## src/rtl/frog_pkg.sv

```systemverilog
// rtl/frog_pkg.sv - channel indices, default timing and counter sizing for the frog input front-end
package frog_pkg;

  localparam int CH_UP    = 0;
  localparam int CH_DOWN  = 1;
  localparam int CH_LEFT  = 2;
  localparam int CH_RIGHT = 3;
  localparam int NUM_DIRS = 4;

  localparam int DEF_DEBOUNCE_CYCLES = 16;
  localparam int DEF_REPEAT_DELAY    = 50_000_000;
  localparam int DEF_REPEAT_PERIOD   = 12_500_000;

  typedef enum logic [1:0] {
    DIR_UP    = 2'd0,
    DIR_DOWN  = 2'd1,
    DIR_LEFT  = 2'd2,
    DIR_RIGHT = 2'd3
  } dir_e;

  // One width serves both the debounce and repeat counters so neither can wrap.
  function automatic int counter_width(input int a, input int b, input int c);
    int m;
    m = a;
    if (b > m) m = b;
    if (c > m) m = c;
    return $clog2(m + 1);
  endfunction

endpackage

```

## src/rtl/frog_debounce.sv

```systemverilog
// rtl/frog_debounce.sv - one button: 2-flop synchroniser, debounce, press pulse
// FROG_INPUT_REPEAT_EN adds auto-repeat pulses while the button stays held.
module frog_debounce
  import frog_pkg::*;
#(
  parameter int DEBOUNCE_CYCLES = DEF_DEBOUNCE_CYCLES,
  parameter int REPEAT_DELAY    = DEF_REPEAT_DELAY,
  parameter int REPEAT_PERIOD   = DEF_REPEAT_PERIOD
) (
  input  logic clk,
  input  logic reset,
  input  logic btn_n,
  output logic held,
  output logic event_pulse
);

  localparam int CW = counter_width(DEBOUNCE_CYCLES, REPEAT_DELAY, REPEAT_PERIOD);

  logic          sync1;
  logic          sync2;
  logic          held_d;
  logic          sample_pressed;
  logic          press;
  logic [CW-1:0] db_cnt;

  assign sample_pressed = ~sync2;
  assign press          = held & ~held_d;

  // A level change is taken only after DEBOUNCE_CYCLES agreeing samples plus the one that flips it.
  always_ff @(posedge clk or negedge reset) begin
    if (!reset) begin
      sync1  <= 1'b1;
      sync2  <= 1'b1;
      held   <= 1'b0;
      held_d <= 1'b0;
      db_cnt <= '0;
    end else begin
      sync1  <= btn_n;
      sync2  <= sync1;
      held_d <= held;
      if (sample_pressed == held) begin
        db_cnt <= '0;
      end else if (db_cnt == CW'(DEBOUNCE_CYCLES)) begin
        held   <= ~held;
        db_cnt <= '0;
      end else begin
        db_cnt <= db_cnt + CW'(1);
      end
    end
  end

`ifdef FROG_INPUT_REPEAT_EN
  logic [CW-1:0] rep_cnt;
  logic          rep_late;
  logic          rep_fire;

  assign rep_fire = held &&
                    (rep_cnt == (rep_late ? CW'(REPEAT_PERIOD) : CW'(REPEAT_DELAY)));

  // The reload value is 1 because the firing cycle itself counts towards the next period.
  always_ff @(posedge clk or negedge reset) begin
    if (!reset) begin
      rep_cnt  <= '0;
      rep_late <= 1'b0;
    end else if (!held) begin
      rep_cnt  <= '0;
      rep_late <= 1'b0;
    end else if (rep_fire) begin
      rep_cnt  <= CW'(1);
      rep_late <= 1'b1;
    end else begin
      rep_cnt  <= rep_cnt + CW'(1);
    end
  end

  assign event_pulse = press | rep_fire;
`else
  assign event_pulse = press;
`endif

endmodule

```

## src/rtl/frog_input_conditioner.sv

```systemverilog
// rtl/frog_input_conditioner.sv - N-button conditioner with pending flags, fixed-priority arbiter, overrun flag
// FROG_INPUT_REPEAT_EN (in frog_debounce) enables auto-repeat events.
module frog_input_conditioner
  import frog_pkg::*;
#(
  parameter int NUM_CH          = NUM_DIRS,
  parameter int DEBOUNCE_CYCLES = DEF_DEBOUNCE_CYCLES,
  parameter int REPEAT_DELAY    = DEF_REPEAT_DELAY,
  parameter int REPEAT_PERIOD   = DEF_REPEAT_PERIOD,
  localparam int IW             = (NUM_CH > 1) ? $clog2(NUM_CH) : 1
) (
  input  logic              clk,
  input  logic              reset,
  input  logic [NUM_CH-1:0] btn_n,
  output logic [NUM_CH-1:0] btn_held,
  output logic              move_valid,
  output logic [IW-1:0]     move_idx,
  input  logic              move_ready,
  output logic              overrun
);

  logic [NUM_CH-1:0] ev;
  logic [NUM_CH-1:0] pending;
  logic [NUM_CH-1:0] accept;

  for (genvar gi = 0; gi < NUM_CH; gi++) begin : g_ch
    frog_debounce #(
      .DEBOUNCE_CYCLES(DEBOUNCE_CYCLES),
      .REPEAT_DELAY   (REPEAT_DELAY),
      .REPEAT_PERIOD  (REPEAT_PERIOD)
    ) u_db (
      .clk        (clk),
      .reset      (reset),
      .btn_n      (btn_n[gi]),
      .held       (btn_held[gi]),
      .event_pulse(ev[gi])
    );
  end

  // Scanning downwards leaves the lowest pending index, giving channel 0 top priority.
  always_comb begin
    move_idx   = '0;
    move_valid = |pending;
    accept     = '0;
    for (int i = NUM_CH - 1; i >= 0; i--) begin
      if (pending[i]) move_idx = IW'(i);
    end
    if (move_valid && move_ready) accept[move_idx] = 1'b1;
  end

  // A new event beats a same-cycle acceptance; only an unaccepted collision is an overrun.
  always_ff @(posedge clk or negedge reset) begin
    if (!reset) begin
      pending <= '0;
      overrun <= 1'b0;
    end else begin
      pending <= ev | (pending & ~accept);
      if (|(ev & pending & ~accept)) overrun <= 1'b1;
    end
  end

endmodule
```

## config.mk

```make
export PLATFORM = sky130hd
export DESIGN_NAME = frog_input_conditioner
export DESIGN_NICKNAME = d
export VERILOG_FILES = /design/src/rtl/frog_pkg.sv /design/src/rtl/frog_debounce.sv /design/src/rtl/frog_input_conditioner.sv
export SDC_FILE = /design/constraint.sdc
export NUM_CORES = 1
export LEC_CHECK = 0
export ABC_AREA = 1
export CAP_MARGIN = 10
export CORE_ASPECT_RATIO = 0.7
export CORE_MARGIN = 1.5
export CORE_UTILIZATION = 55
export CTS_CLUSTER_SIZE = 12
export DETAILED_ROUTE_END_ITERATION = 10
export GPL_ROUTABILITY_DRIVEN = 1
export PLACE_DENSITY_LB_ADDON = 0.12
export SLEW_MARGIN = 20
export SYNTH_ARGS = -nofsm -noshare
export SYNTH_HDL_FRONTEND = slang
export SYNTH_SLANG_ARGS = --single-unit
```

## constraint.sdc

```tcl
create_clock -name clk -period 1.9 [get_ports clk]
set_clock_uncertainty 0.1 [all_clocks]
set_input_delay 0.38 -clock clk [delete_from_list [all_inputs] [get_ports clk]]
set_output_delay 0.38 -clock clk [all_outputs]
set_load 0.005 [all_outputs]
```

==> metrics.md <==
| Metric | Value |
|---|---|
| Status | `complete, but fails checks` |
| Failing checks | `design-rule violations` |
| Most common cell after layout, fill and taps aside | `nand2_1` |
| Post-layout util | `0.6502` |
| DRT Wirelength | `between 15 and 20 mm` |
| Initial core utilization | `0.5716` |
| # setup viols final | `0` |
| DR DRC count | `1` |
| Initial antenna violation count | `0` |
| Inst Count DP | `1208` |
| HP Class | `reg2reg` |
| Yosys cell types | `23` |
| Mapped Nets | `1053` |
| Wire per inst | `12.46 µm` |
| Worst Tran Pin Value | `706.4 ps` |
| Total Neg Setup Slack | `0 ps` |
| Pre-CTS setup slack | `162.6 ps` |
| Cells after Synth | `1034` |
| Largest net degree at the start of global routing | `39` |
| CTS root buf | `clkbuf_16` |
| Layout area overhead | `13.75%` |
| CTS Sinks | `125` |
| VDD IR-drop max | `0.0006738 V` |
| RSZ-0062 raised after global routing | `no` |
| Core area | `~13000 µm²` |
| Detailed placement HPWL | `around 12 mm` |
| Yosys top cell area share | `0.4082` |
| Worst-path clk slew | `50 ps` |
| CTS max path bufs | `2` |
| GRT overflow | `0` |
| Port Buf Inserts | `14` |
| First-pass GRT wire length | `26.87 mm` |
| Syn_area_per_cell | `6.937 µm²` |
| Antenna diodes | `0` |
| Final ANT Viol Nets | `0` |
| TritonRoute pass-1 iters | `9` |
| Die footprint | `around 14000 µm²` |
| TritonCTS buffer count | `17` |
| Fin crit period | `roughly 1900 ps` |
| Tcrit/Tclk final | `0.9745` |
| Final hold violations | `0` |
| Slew Viols, Final | `0` |
| DIE HEIGHT | `98.55 µm` |
| CP cell instances | `clkdlybuf4s50_1` |
| Via density | `4.954` |
| Gr usage total | `0.2434` |
| Pwr/cell area | `between 700 and 800 nW/µm²` |
| WP buf/inv | `1` |
| Total power draw | `~6.4 mW` |
| Nets | `1086` |
| Worst slew margin | `0.5285` |
| Worst-path maximum fanout | `5` |
| Static Leak | `3.513 nW` |
| Worst EP required | `1420 ps` |
| Area contributors post-synth | `dfrtp_1 (41%), nand2_1 (16%), nor2_1 (15%), inv_1 (5.5%), nand3_1 (4.4%)` |
| Share of cells above drive strength 1 | `0.06667` |
| Max Freq | `540.1 MHz` |
| CP peak stage delay | `530 ps` |
| Number of I/O pins | `15` |
| Row cnt | `34` |
| Startpoint Class | `flip-flop` |
| Crit. End Element | `output pin` |
| Synthesized flop and latch total | `about 130` |
| CP max-delay cell | `clkdlybuf4s50_1` |
| Post-synthesis sequential area ratio | `0.4375` |
| # H-tree levels | `4` |
| Mapped Area | `7173 µm²` |
| Crit path kind | `reg2out` |
| Leading area contributor after synthesis | `dfrtp_1` |
| Worst path arrival time | `around 1400 ps` |
| Non-Filler Instances | `roughly 1.2k` |
| Cell family with most CP delay | `buffers and inverters` |
| Die W | `139.5 µm` |
| Synthesis Warnings | `0` |
| Clk_lat worst skew | `410 ps` |
| Vias in the first global route | `between 5k and 6k` |
| Max-cap violation count | `0` |
| Vias | `roughly 6.2k` |
| DRT iter0 DRCs | `476` |
| TritonCTS clock tree | `yes` |
| Most frequent cells in the layout | `nand2_1 (312), nor2_1 (292), dfrtp_1 (114)` |
| Final worst setup slack | `48.42 ps` |
| Global placement routability congestion | `around 0.9` |
==> flip-flops by register name (all words and copies together) (netlist names) <==
signal,count
g_ch.u_db.sync2,4
pending,4
g_ch.u_db.db_cnt,104
g_ch.u_db.held_d,4
overrun,1
g_ch.u_db.sync1,4
g_ch.u_db.held,4
==> per-layer routing <==
| layer | share of wire | vias up | GRT usage | wire length (µm) |
|---|---|---|---|---|
| li1 | - | 3223 | - | - |
| met1 | 0.54 | 2804 | 0.3765 | 8303 |
| met2 | 0.41 | 116 | 0.3532 | 6419 |
| met3 | 0.041 | 10 | 0.04227 | 627 |
| met4 | 0.0077 | 0 | 0.05892 | 119 |
| met5 | 0 | - | 0 | 0 |
==> stage by stage <==
step	hold slack, ps	instance area [µm²]
final	253.0	8159
after global routing	255.3	8159
after CTS	254.8	8160
after detailed placement	198.4	7545
after global placement	197.4	7545
after floorplan	-15.59	7173
==> path summary, 6_finish.rpt <==
check,depth (start not counted),start,endpoint,slack [ps]
min reg2reg,0,g_ch[3].u_db.sync1$_DFF_PN1_,g_ch[3].u_db.sync2$_DFF_PN1_,250
max,1,g_ch[3].u_db.held$_DFFE_PN0P_,btn_held[3],50
max in group asynchronous,3,reset,g_ch[1].u_db.held$_DFFE_PN0P_,720
min in group asynchronous,2,reset,g_ch[3].u_db.db_cnt[25]$_DFF_PN0_,320
max reg2reg,9,g_ch[2].u_db.db_cnt[0]$_DFF_PN0_,g_ch[2].u_db.db_cnt[14]$_DFF_PN0_,270
min,0,g_ch[3].u_db.sync1$_DFF_PN1_,g_ch[3].u_db.sync2$_DFF_PN1_,250
==> power breakdown <==
group | internal [mW] | switching (mW)
Combinational | 0.146 | 0.239
Clock | 2.07 | 1.17
Sequential | 2.71 | 0.0529
Total | 4.93 | 1.46
==> area by class of cell <==
| type | instances | area (µm²) |
|---|---|---|
| fill | 1106 | 4390 |
| multi-input combinational | 791 | 3580 |
| sequential | 125 | 3142 |
| clock buffer | 23 | 488.0 |
| inverter | 106 | 397.9 |
| timing repair buffer | 26 | 239.0 |
| tap | 162 | 202.7 |
| clock inverter | 9 | 110.1 |
==> Yosys cell counts (all sizes together) <==
| cell type | instances |
|---|---|
| a211oi | 2 |
| a21o | 1 |
| a21oi | 6 |
| buf | 4 |
| clkbuf | 8 |
| dfrtp | 117 |
| dfstp | 8 |
| ha | 12 |
| inv | 106 |
| nand2 | 317 |
| nand3 | 63 |
| nand3b | 2 |
| nand4 | 14 |
| nor2 | 304 |
| nor3 | 11 |
| nor3b | 1 |
| o21ai | 4 |
| xnor2 | 34 |
| xor2 | 20 |
==> logic make-up after synthesis <==
kind of cell,Yosys count,share of synthesized area
xor+xnor,54,0.06593
fa+ha+maj,12,0.02093
flops,125,0.4375
simple gates,712,0.4017
compound gates,13,0.01012
buf+inv,118,0.06384
==> what timing repair did <==
action | in CTS | in global routing
resized for setup | 7 | 3
endpoints found under the setup margin | 5 | 4
hold buffers | 1 | 0
pin swaps | 1 | 1
setup buffers | 1 | 0
endpoints found under the hold margin | 29 | 0
No activity file was read; power rests on OpenSTA's default activity.
